===== src/rtl/seq_detect_scheduler.sv =====
// Round-robin time-multiplexed Moore sequence detector over NUM_CH serial channels.
// Optional per-channel hit counters are built when SEQ_DET_HITCNT_EN is defined.
module seq_detect_scheduler #(
    parameter int              NUM_CH      = 4,
    parameter int              PAT_W       = 4,
    parameter logic [PAT_W-1:0] DEFAULT_PAT = 4'b1011,
    parameter int              CH_W        = (NUM_CH > 1) ? $clog2(NUM_CH) : 1
) (
    input  logic              clock,
    input  logic              reset,
    input  logic [NUM_CH-1:0] ch_valid,
    input  logic [NUM_CH-1:0] ch_bit,
    output logic [NUM_CH-1:0] ch_ready,
    input  logic              cfg_valid,
    input  logic [PAT_W-1:0]  cfg_pattern,
    input  logic              cfg_overlap,
    output logic              cfg_ready,
    output logic              det_valid,
    output logic [CH_W-1:0]   det_ch,
    input  logic [CH_W-1:0]   stat_sel,
    output logic [7:0]        stat_count
);

    localparam int FILL_W = $clog2(PAT_W + 1);

    localparam logic [1:0] ST_IDLE  = 2'd0;
    localparam logic [1:0] ST_RUN   = 2'd1;
    localparam logic [1:0] ST_FLUSH = 2'd2;

    logic [1:0]        state;
    logic [CH_W-1:0]   rr;
    logic [CH_W-1:0]   flush_cnt;
    logic [PAT_W-1:0]  pattern;
    logic              overlap;

    logic [PAT_W-1:0]  hist [NUM_CH];
    logic [FILL_W-1:0] fill [NUM_CH];

    logic              cfg_accept;
    logic              xfer;
    logic              hit;
    logic              found;
    logic [CH_W-1:0]   gnt_idx;
    logic [CH_W-1:0]   arb_idx;
    logic [PAT_W-1:0]  cand;

    assign cfg_ready  = (state != ST_FLUSH);
    assign cfg_accept = cfg_valid & cfg_ready;

    // NOTE: every variable written here gets a default first so no latch is inferred.
    always_comb begin
        ch_ready = '0;
        gnt_idx  = '0;
        arb_idx  = '0;
        found    = 1'b0;
        if (state != ST_FLUSH && !cfg_accept) begin
            for (int off = 1; off <= NUM_CH; off++) begin
                arb_idx = CH_W'((int'(rr) + off) % NUM_CH);
                if (!found && ch_valid[arb_idx]) begin
                    found             = 1'b1;
                    ch_ready[arb_idx] = 1'b1;
                    gnt_idx           = arb_idx;
                end
            end
        end
    end

    assign xfer = |(ch_valid & ch_ready);
    assign cand = {hist[gnt_idx][PAT_W-2:0], ch_bit[gnt_idx]};
    assign hit  = xfer && (fill[gnt_idx] >= FILL_W'(PAT_W - 1)) && (cand == pattern);

    // NOTE: sequential state uses non-blocking assignments only.
    always_ff @(posedge clock or negedge reset) begin
        if (!reset) begin
            state     <= ST_IDLE;
            flush_cnt <= '0;
            rr        <= CH_W'(NUM_CH - 1);
            pattern   <= DEFAULT_PAT;
            overlap   <= 1'b1;
        end else begin
            if (xfer)
                rr <= gnt_idx;
            if (cfg_accept) begin
                pattern <= cfg_pattern;
                overlap <= cfg_overlap;
            end
            case (state)
                ST_IDLE: begin
                    if (cfg_accept) begin
                        state     <= ST_FLUSH;
                        flush_cnt <= '0;
                    end else if (|ch_valid) begin
                        state <= ST_RUN;
                    end
                end
                ST_RUN: begin
                    if (cfg_accept) begin
                        state     <= ST_FLUSH;
                        flush_cnt <= '0;
                    end else if (ch_valid == '0) begin
                        state <= ST_IDLE;
                    end
                end
                ST_FLUSH: begin
                    if (flush_cnt == CH_W'(NUM_CH - 1)) begin
                        state     <= ST_IDLE;
                        flush_cnt <= '0;
                    end else begin
                        flush_cnt <= flush_cnt + 1'b1;
                    end
                end
                default: state <= ST_IDLE;
            endcase
        end
    end

    // NOTE: the context memory is reset explicitly because a mid-stream reset must drop all history.
    always_ff @(posedge clock or negedge reset) begin
        if (!reset) begin
            for (int i = 0; i < NUM_CH; i++) begin
                hist[i] <= '0;
                fill[i] <= '0;
            end
        end else if (state == ST_FLUSH) begin
            hist[flush_cnt] <= '0;
            fill[flush_cnt] <= '0;
        end else if (xfer) begin
            if (hit && !overlap) begin
                hist[gnt_idx] <= '0;
                fill[gnt_idx] <= '0;
            end else begin
                hist[gnt_idx] <= cand;
                if (fill[gnt_idx] != FILL_W'(PAT_W))
                    fill[gnt_idx] <= fill[gnt_idx] + 1'b1;
            end
        end
    end

    always_ff @(posedge clock or negedge reset) begin
        if (!reset) begin
            det_valid <= 1'b0;
            det_ch    <= '0;
        end else begin
            det_valid <= hit;
            if (hit)
                det_ch <= gnt_idx;
        end
    end

`ifdef SEQ_DET_HITCNT_EN
    logic [7:0] hit_cnt [NUM_CH];

    always_ff @(posedge clock or negedge reset) begin
        if (!reset) begin
            for (int i = 0; i < NUM_CH; i++)
                hit_cnt[i] <= '0;
        end else if (state == ST_FLUSH) begin
            hit_cnt[flush_cnt] <= '0;
        end else if (hit && hit_cnt[gnt_idx] != 8'hFF) begin
            hit_cnt[gnt_idx] <= hit_cnt[gnt_idx] + 8'd1;
        end
    end

    assign stat_count = (int'(stat_sel) < NUM_CH) ? hit_cnt[stat_sel] : 8'd0;
`else
    logic unused_stat_sel;
    assign unused_stat_sel = ^stat_sel;
    assign stat_count      = 8'd0;
`endif

endmodule


===== config.mk =====
export PLATFORM = sky130hd
export DESIGN_NAME = seq_detect_scheduler
export DESIGN_NICKNAME = d
export VERILOG_FILES = /design/src/rtl/seq_detect_scheduler.sv
export SDC_FILE = /design/constraint.sdc
export NUM_CORES = 1
export LEC_CHECK = 0
export BUFFER_PORTS_ARGS = -buffer_cell sky130_fd_sc_hd__buf_2
export CAP_MARGIN = 20
export CORE_UTILIZATION = 45
export DETAILED_ROUTE_END_ITERATION = 8
export GPL_TIMING_DRIVEN = 0
export PLACE_DENSITY = 0.62
export SLEW_MARGIN = 20
export SYNTH_ARGS = -nofsm -noshare
export SYNTH_HDL_FRONTEND = slang
export SYNTH_SLANG_ARGS = --single-unit

===== constraint.sdc =====
create_clock -name clock -period 11.15 [get_ports clock]
set_clock_uncertainty 0.1 [all_clocks]
set_input_delay 2.23 -clock clock [delete_from_list [all_inputs] [get_ports clock]]
set_output_delay 2.23 -clock clock [all_outputs]
set_load 0.005 [all_outputs]

==> metrics, run 1 <==
Setup crit start ch_valid[0]; Synthesis Warnings 0; die height 85.2 um; VDD IR max between 0.1 and 0.15 mV; worst-path cell with the longest stage delay mux2i_1; setup slack after layout between 4 and 5 ns; critical path class in -> out; DRT Wirelength 7.70 mm; CTS tree yes; Post-CTS Resized 0; Crit path max-delay family buffers and inverters; Tot Pwr 0.886 mW; drt drc 0; vias per inst ~5.9; maximum number of pins on one net before global-route repair 39; Post-CTS Setup Inserts 0; clk sinks 38; Mapped Cells 342; layout cells sized above 1 22.2%; Pwr Density ~260 nW/um^2; H-tree levels 2; register-to-register setup slack about 5.1 ns; CP peak stage delay 0.38 ns; worst-path cell chain buf_2, buf_2, mux2_2, mux2i_1, buf_2, a2bb2oi_1, a21oi_1, nor2_1, buf_2; CTS Buffer Depth 2; RSZ-0062 raised after global routing no; Critical Path Start Type input pin; Critical Path RT 8.82 ns; fin nets 412; Reg-to-Reg End hist[14]; LEAKAGE 1.47 nW; CP Depth 9; drt pass-1 iters 4; arrival time worst endpoint 4.01 ns; hold_ws 0.396 ns; Post-Syn Area 3110 sq um; I/O Buffers 22; status completed; Syn-to-layout area delta 11.1%; Setup WS pre-CTS 4.54 ns; CTS root buffer clkbuf_8; Hold WC Path Type reg -> reg; hold path start fill[3]; CORE AREA around 6500 sq um; WL/cell 16.9 um; register area share after synthesis a little under a third; Max Cap Viol 0; via count 2691; vias in the first global route around 2700; clk slew on worst S/H paths 0.08 ns; Worst setup endpoint ch_ready[1]; startpoint of the worst-slack reg-to-reg timing path rr[0]; GRT overflow 0; GRT Total Usage 22.9%; synth top area cells dfrtp_1, ha_1, nand2_1; async set-reset flop share out of synthesis 100%; Fin. Hold Viols 0; first-pass GRT wire length 13.1 mm; synth unique cells 66; n_diodes 0; nature of the critical path endpoint output pin; latest clock arrival within the worst-skew pair approximately 0.29 ns; Die X-Extent about 85 um; starting DRC count in detailed routing 212; placer congestion estimate 0.859; Rel. slew slack 41.7%; maximum clock frequency 0.158 GHz; Post-Route Utilization 53.0%; Synth Flop Type dfrtp_1; WP buf/inv 4; # IOs 34; syn_area_per_cell between 9 and 10 sq um; Slew Viols, Final 0; EDFF count, synth 0; post-DP HPWL 5.83 mm; flops & latches, synth 38; share of Yosys cell area claimed by the top area cell type 25.7%; part of the cycle the worst path needs 56.9%; TritonCTS Buffers 5; final setup TNS 0 ns; Die ar. 7260 sq um; hold buffers post-CTS 0; initial antenna violation count 0; largest area contributor in the netlist dfrtp_1; Initial Util 47.7%; Final ANT Viol Nets 0; Max FO, Critical Path 10; Period minus WS final between 6 and 7 ns; most frequent CP cell buf_2; reg2reg path depth 22; Final setup viols 0; Std-Cell Rows 29; Worst-Margin Slew 0.874 ns
[stage by stage]
step                area, sq um  cells
floorplan                  3140    349
global placement           3350    448
detailed placement         3350    448
CTS                        3460    455
global route               3460    455
finish                     3460    455
[state kept, by name, summed over array words and instances, names as in the netlist]
register and count:
det_ch 2, det_valid 1, fill 12, flush_cnt 2
hist 12, overlap 1, pattern 4, rr 2
state 2
[cell usage after synthesis, types with 7 or more instances]
library cell,count
nand2_1,52
nor2b_1,7
nor2_1,13
inv_1,21
dfrtp_1,32
nand3_1,12
ha_1,16
mux2i_1,16
a21oi_1,18
buf_4,8
mux2_2,7
o21ai_0,16
[cell families (layout without fill, tap and decap cells)]
group / Yosys count / in the layout / synth area share [%]
DFF: 38 / 38 / 30.8
muxes: 30 / 30 / 11.7
buffers and inverters: 43 / 72 / 7.27
AOI/OAI and AO/OA: 92 / 92 / 23.7
other: 1 / 8 / 0.120
and+or+nand+nor: 115 / 115 / 18.1
xor gates and xnor gates: 7 / 7 / 1.97
adders and majority gates: 16 / 16 / 6.43
[cell usage in the layout (no fill, tap or decap), drive strengths merged, types with 5 or more instances in the layout]
cell and n:
clkbuf 12, nand2 53, nor2b 7, inv 21
conb 8, mux2i 16, buf 38, mux2 10
ha 16, a22oi 5, dfrtp 32, nand3 12
a21oi 22, dfstp 6, o2bb2ai 6, nor2 16
o22ai 5, o21ai 20
[metal layers]
layer / vias up / share of wire, % / track usage (%)
met2: 78 / 46 / 35.9
met4: 0 / 2.6 / 9.71
met1: 1300 / 45 / 31.6
met3: 16 / 6.6 / 3.31
li1: 1297 / - / -
met5: - / 0 / 0
[power breakdown]
| group | internal, mW | leakage (nW) | switching [mW] |
|---|---|---|---|
| sequential | 0.199 | 0.486 | 0.0498 |
| clock | 0.0716 | 0.0573 | 0.0495 |
| combinational | 0.204 | 0.926 | 0.312 |
[worst min-delay path by stage]
| stage | endpoint | slack, ns | depth (start not counted) |
|---|---|---|---|
| after detailed placement | det_ch[0] | 0.38 | 1 |
| after global placement | det_ch[1] | 0.37 | 1 |
| final | fill[3] | 0.40 | 1 |
| after CTS | fill[3] | 0.40 | 1 |
| after global routing | fill[9] | 0.40 | 1 |
| after floorplan | fill[9] | 0.35 | 1 |
[cell type report]
| cell class | instances | area [sq um] |
|---|---|---|
| Tap cell | 77 | 96.3 |
| Inverter | 21 | 78.8 |
| Clock inverter | 1 | 30.0 |
| Clock buffer | 6 | 82.6 |
| Multi-Input combinational cell | 268 | 1960 |
| Timing Repair Buffer | 22 | 110 |
| Fill cell | 629 | 3070 |
| Buffer | 22 | 148 |
| Sequential cell | 38 | 958 |
No activity file was read; power rests on OpenSTA's default activity.
==> inputs of run 2 (changes only) <==
Settings changed: ABC_AREA set to 1, PLACE_DENSITY 0.62 to 0.61.
Clock period 11.15 ns to 6.1 ns, I/O delays scaled along.
==> run 2 against run 1 <==
Clock-buffer cell count is 1 lower; final cell count grew 50%; power grew to 2.7 times the previous value; critical path depth is 20 higher; critical endpoint is now fill[6]; register-to-register slack worse by 3.9 ns; critical path type is now reg -> reg; sequential share of layout area fell by 2.7 points; non-clock buffer count fell by 1; worst setup slack worse by 3.7 ns.
==> metrics, run 2 <==
final setup TNS 0 ns (unchanged); CP peak stage delay 0.65 ns (+0.27 ns); Synth top cells by count nand2_1, nand3_1, inv_1, dfrtp_1, nor2_1; Setup crit start rr[1]; I/O Buffers 23 (+4.5%); CTS Buffer Depth 2 (unchanged); CORE AREA 7370 sq um (+13%); GRT Total Usage 23.9% (+1.1 points); flops & latches, synth 38 (unchanged); vias per inst 5.06 (-14%); biggest regs fill (12), hist (12), pattern (4); Critical Path Start Type register; drt drc 0 (unchanged); placer congestion estimate 0.903 (+5.1%); Worst setup endpoint fill[6]; Post-Route Utilization 51.9% (-1.0 points); post-synthesis xor/xnor area fraction 0% (-2.0 points); starting DRC count in detailed routing 174 (-18%); async set-reset flop share out of synthesis 100% (unchanged); # IOs 34 (unchanged); main combinational cell family by area after synthesis simple AND/OR/NAND/NOR gates; Final setup viols 0 (unchanged); most common cell after layout, fill and taps aside nand2_1; Period minus WS final 4.96 ns; Worst-Margin Slew 0.900 ns (+0.0258 ns); clk sinks 38 (unchanged); syn_area_per_cell 6.38 sq um (-30%); first-pass GRT wire length 15.6 mm (+20%); Pwr Density 615 nW/um^2 (+140%); Synthesis Warnings 0 (unchanged); Post-CTS Setup Inserts 0 (unchanged); area post-placement 3740 sq um (+12%); Critical Path RT 6.19 ns (-2.63 ns); n_diodes 0 (unchanged); layout cells sized above 1 18.2% (-4.0 points); RSZ-0062 raised after global routing no; Initial Util 47.1% (-0.57 points); Post-CTS Resized 0 (unchanged); CTS tree yes; Reg-to-Reg End fill[6]; TritonCTS Buffers 5 (unchanged); WL/cell 13.4 um (-21%); most frequent cells in the layout nand2_1, nand3_1, inv_1; maximum clock frequency 0.201 GHz; hold buffers post-CTS 0 (unchanged); Syn-to-layout area delta 10.2%; status completed; EDFF count, synth 0 (unchanged); Synth Flop Type dfrtp_1; startpoint of the worst-slack reg-to-reg timing path rr[1]; register area share after synthesis 27.6% (-3.2 points); share of Yosys cell area claimed by the top area cell type 23.1% (-2.7 points); reg2reg path depth 29 (+32%); multi-input combinational cell area 2160 sq um (+10%); via count 3448 (+28%); critical path class reg -> reg; largest area contributor in the netlist dfrtp_1; latest clock arrival within the worst-skew pair 0.30 ns (about the same); Post-Syn Area 3470 sq um (+11%); nature of the critical path endpoint register; Die X-Extent 89.8 um (+5.5%); Fin. Hold Viols 0 (unchanged); Die ar. 8070 sq um (+11%); Cell Count, Final, Fillers Out 681 (+50%); maximum number of pins on one net before global-route repair 39 (unchanged); Adder-Cell Fraction of Synth Area 5.77% (-0.66 points); clk slew on worst S/H paths 0.09 ns (about the same); arrival time worst endpoint 5.05 ns (+1.04 ns); post-synthesis compound-gate area fraction 5.80% (-18 points); Hold WC Path Type reg -> reg; Fillers 780 (+24%); Mapped Cells 544 (+59%); die height 89.8 um (+5.5%); DRT Wirelength 9.14 mm (+19%); Std-Cell Rows 31 (+6.9%); part of the cycle the worst path needs 81.4%; drt pass-1 iters 5 (+1); initial antenna violation count 0 (unchanged); GRT overflow 0 (unchanged); Max FO, Critical Path 10 (unchanged); Synth Area in Simple Gates 49.4% (+31 points); fin nets 615 (+49%); multiplexer share of the synthesized area 0.324% (-11 points); worst-path cell with the longest stage delay dfstp_2; VDD IR max 0.220 mV (+78%); synth unique cells 37 (-44%); most frequent CP cell inv_1; Final ANT Viol Nets 0 (unchanged); synth top area cells dfrtp_1, nand2_1, nand3_1; register-to-register setup slack 1.14 ns (-3.94 ns); CTS root buffer clkbuf_8; Cells after DPL 673 (+50%); post-DP HPWL 7.05 mm (+21%); H-tree levels 2 (unchanged); register area 958 sq um (unchanged); Tot Pwr 2.35 mW (+170%); Max Cap Viol 0 (unchanged); LEAKAGE 2.15 nW (+47%); design area 3830 sq um (+11%); top-count cell post-synth nand2_1; Slew Viols, Final 0 (unchanged); Hold Path Cell Cnt 2 (+1); vias in the first global route 3342 (+26%); Rel. slew slack 40.0% (-1.7 points)
## run 2: changes by cell type after synthesis, moves of 7 or more
cell,before,now
nand2_1,52,209
nand3_1,12,63
inv_1,21,51
nor2_1,13,30
mux2i_1,16,0
nand2_2,1,14
inv_2,0,12
nand3_2,0,8
nor2b_1,7,0
## run 2: per-layer routing
| metal | track usage (%) | vias to the layer above | part of all wire (%) |
|---|---|---|---|
| li1 | - | 1778 | - |
| met1 | 32.5 | 1573 | 48 |
| met2 | 40.2 | 89 | 46 |
| met3 | 3.21 | 8 | 4.5 |
| met4 | 5.87 | 0 | 1.1 |
| met5 | 0 | - | 0 |
## run 2: area by class of cell
type                    instances  share of cell area, %
multi-input cells             428                   56.4
inverters                      65                   6.51
clock buffers                   5                   1.80
clock inverters                 3                  0.556
plain buffers                  20                   3.43
flip-flops and latches         38                   25.0
well taps                      99                   3.24
repair buffers                 23                   3.01
## run 2: where the power goes
part | leakage (nW) | internal (mW) | switching (mW)
clock | 0.0441 | 0.0805 | 0.103
combinational | 1.62 | 0.543 | 1.17
sequential | 0.492 | 0.362 | 0.0956
## run 2: through the flow
step / hold WS [ns] / setup WS [ns]
floorplan: 0.349 / 1.75
global placement: 0.366 / 1.04
detailed placement: 0.373 / 0.964
CTS: 0.395 / 1.19
global route: 0.415 / 0.640
finish: 0.391 / 1.14
## run 2: logic make-up (layout without fill, tap and decap cells)
family / after synthesis / count (layout)
and+or+nand+nor: 367 / 367
other: 1 / 8
DFF: 38 / 38
adders and majority gates: 16 / 16
buffers and inverters: 85 / 116
AOI/OAI and AO/OA: 36 / 36
muxes: 1 / 1
## run 2: worst min-delay path by stage
stage,startpoint,to,slack (ns)
after floorplan,state[1],state[0],0.35
after global routing,pattern[1],pattern[1],0.42
after global placement,det_ch[1],det_ch[1],0.37
final,det_ch[0],det_ch[0],0.39
after detailed placement,det_ch[0],det_ch[0],0.37
after CTS,det_ch[0],det_ch[0],0.39
## run 2: worst max-delay path, delay by kind of cell (launching register included)
kind,cells,cell delay [ns]
buffers and inverters,10,1.38
and+or+nand+nor,16,1.92
DFF,1,0.65
adders and majority gates,3,0.82
==> inputs of run 3 (changes only) <==
Settings changed: ABC_AREA 1 to 0, PLACE_DENSITY 0.61 to 0.64.
Clock period 6.1 ns to 4.2 ns, I/O delays scaled along.
==> run 3 against run 2 <==
The run now ends with setup timing left; largest cell class unchanged; power rose by 19%; die area decreased by 10%; register-to-register slack got worse by 1.2 ns.
==> metrics, run 3 (same netlist as run 1, synthesis figures left out) <==
fin nets 431 (-30%); hold buffers post-CTS 0 (unchanged); starting DRC count in detailed routing 214 (+23%); n_diodes 0 (unchanged); Cell Count, Final, Fillers Out 475 (-30%); worst-path cell chain clkbuf_16, inv_8, ha_4, mux4_2, buf_6, nand2b_4, a21oi_4, nor2_4, nand2_2, a21oi_2, or2_4, ha_4, inv_2, ha_4, a221oi_4, nand3_2, a2111oi_4, o21ai_2, buf_6, a21oi_4, o32ai_2; Critical Path RT 4.27 ns (-1.92 ns); latest clock arrival within the worst-skew pair 0.31 ns (about the same); WP buf/inv 5 (-5); Slew Viols, Final 0 (unchanged); Cells after DPL 448 (-33%); Pwr Density 721 nW/um^2 (+17%); biggest regs fill (12), hist (12), pattern (4); CTS root buffer clkbuf_8; placer congestion estimate 0.842 (-6.7%); drt drc 0 (unchanged); worst-path cell with the longest stage delay dfstp_2; vias in the first global route 2610 (-22%); RSZ-0062 raised after global routing yes; clk slew on worst S/H paths 0.09 ns (about the same); Syn-to-layout area delta 25.1%; maximum clock frequency 0.233 GHz (+16%); drt pass-1 iters 4 (-1); most frequent CP cell ha_4; Tot Pwr 2.81 mW (+19%); part of the cycle the worst path needs 102% (+21 points); LEAKAGE 1.62 nW (-25%); Period minus WS final 4.29 ns (-0.675 ns); Initial Util 47.7% (+0.57 points); status finished, violations left; initial antenna violation count 0 (unchanged); H-tree levels 2 (unchanged); CP peak stage delay 0.58 ns (-0.07 ns); post-DP HPWL 5.87 mm (-17%); arrival time worst endpoint 4.35 ns (-0.70 ns); Crit path max-delay family compound AO/OA/AOI/OAI gates; Max Cap Viol 0 (unchanged); GRT overflow 0 (unchanged); die height 85.2 um (-5.2%); maximum number of pins on one net before global-route repair 39 (unchanged); WL/cell 17.8 um (+32%); CORE AREA 6530 sq um (-11%); setup slack after layout -0.0884 ns (-1.22 ns); Critical Path Start Type register; Fin. Hold Viols 0 (unchanged); Hold WC Path Type reg -> reg; via count 2815 (-18%); layout cells sized above 1 32.9% (+15 points); most common cell after layout, fill and taps aside nand2_1; Final ANT Viol Nets 0 (unchanged); Rel. slew slack 40.9% (+0.93 points); most frequent cells in the layout nand2_1, dfrtp_1, buf_4; clk sinks 38 (unchanged); GRT Total Usage 24.2% (+0.28 points); CTS tree yes; nature of the critical path endpoint register; VDD IR max 0.327 mV (+49%); Die ar. 7260 sq um (-10%); Max FO, Critical Path 8 (-2); Final setup viols 25 (+25); Post-Route Utilization 59.7% (+7.7 points); I/O Buffers 22 (-4.3%); Die X-Extent 85.2 um (-5.2%); # IOs 34 (unchanged); Std-Cell Rows 29 (-6.5%); first-pass GRT wire length 13.5 mm (-14%); DRT Wirelength 8.44 mm (-7.7%); CTS Buffer Depth 2 (unchanged); Setup WS pre-CTS -0.791 ns (-1.75 ns); critical path class reg -> reg; vias per inst 5.93 (+17%); TritonCTS Buffers 5 (unchanged); failing checks setup timing; Worst-Margin Slew 0.886 ns (-0.0139 ns)
-- run 3: report_power, final --
part | internal, mW | switching (mW) | leakage [nW]
Clock | 0.254 | 0.143 | 0.0714
Sequential | 0.529 | 0.138 | 0.486
Combinational | 0.755 | 0.990 | 1.07
-- run 3: what timing repair did --
action,in CTS,in global routing
gates cloned,1,0
setup buffers,18,3
endpoints found under the setup margin,27,27
gates resized for setup,20,6
pin swaps,15,10
-- run 3: cell type report --
cell class | count | area, sq um
Clock inverter | 2 | 60.1
Fill cell | 594 | 2640
Multi-Input combinational cell | 268 | 2170
Timing Repair Buffer | 44 | 295
Inverter | 21 | 90.1
Tap cell | 77 | 96.3
Clock buffer | 6 | 82.6
Sequential cell | 38 | 958
Buffer | 19 | 143
-- run 3: metal layers --
metal | vias up | routed length [um] | share of wire (%) | track usage [%]
li1 | 1331 | - | - | -
met1 | 1394 | 3870 | 46 | 34.0
met2 | 78 | 3920 | 46 | 37.2
met3 | 12 | 486 | 5.8 | 5.74
met4 | 0 | 162 | 1.9 | 7.09
met5 | - | 0 | 0 | 0
-- run 3: final timing paths --
kind	start	endpoint	slack (ns)	depth (start not counted)
min in group asynchronous	reset	hist[6]	0.55	1
worst min-delay path	det_ch[1]	det_ch[1]	0.38	1
worst min register to register	det_ch[1]	det_ch[1]	0.38	1
max in group asynchronous	reset	state[0]	2.89	1
worst max register to register	rr[0]	fill[0]	-0.09	21
worst max-delay path	rr[0]	fill[0]	-0.09	21
-- run 3: stage by stage --
| step | cell area [sq um] | setup TNS (ns) | hold WS [ns] |
|---|---|---|---|
| after global routing | 3900 | -6.11 | 0.402 |
| after floorplan | 3270 | -3.39 | 0.351 |
| after detailed placement | 3480 | -19.18 | 0.371 |
| after global placement | 3480 | -18.04 | 0.363 |
| after CTS | 3850 | -4.06 | 0.389 |
| final | 3900 | -1.28 | 0.380 |
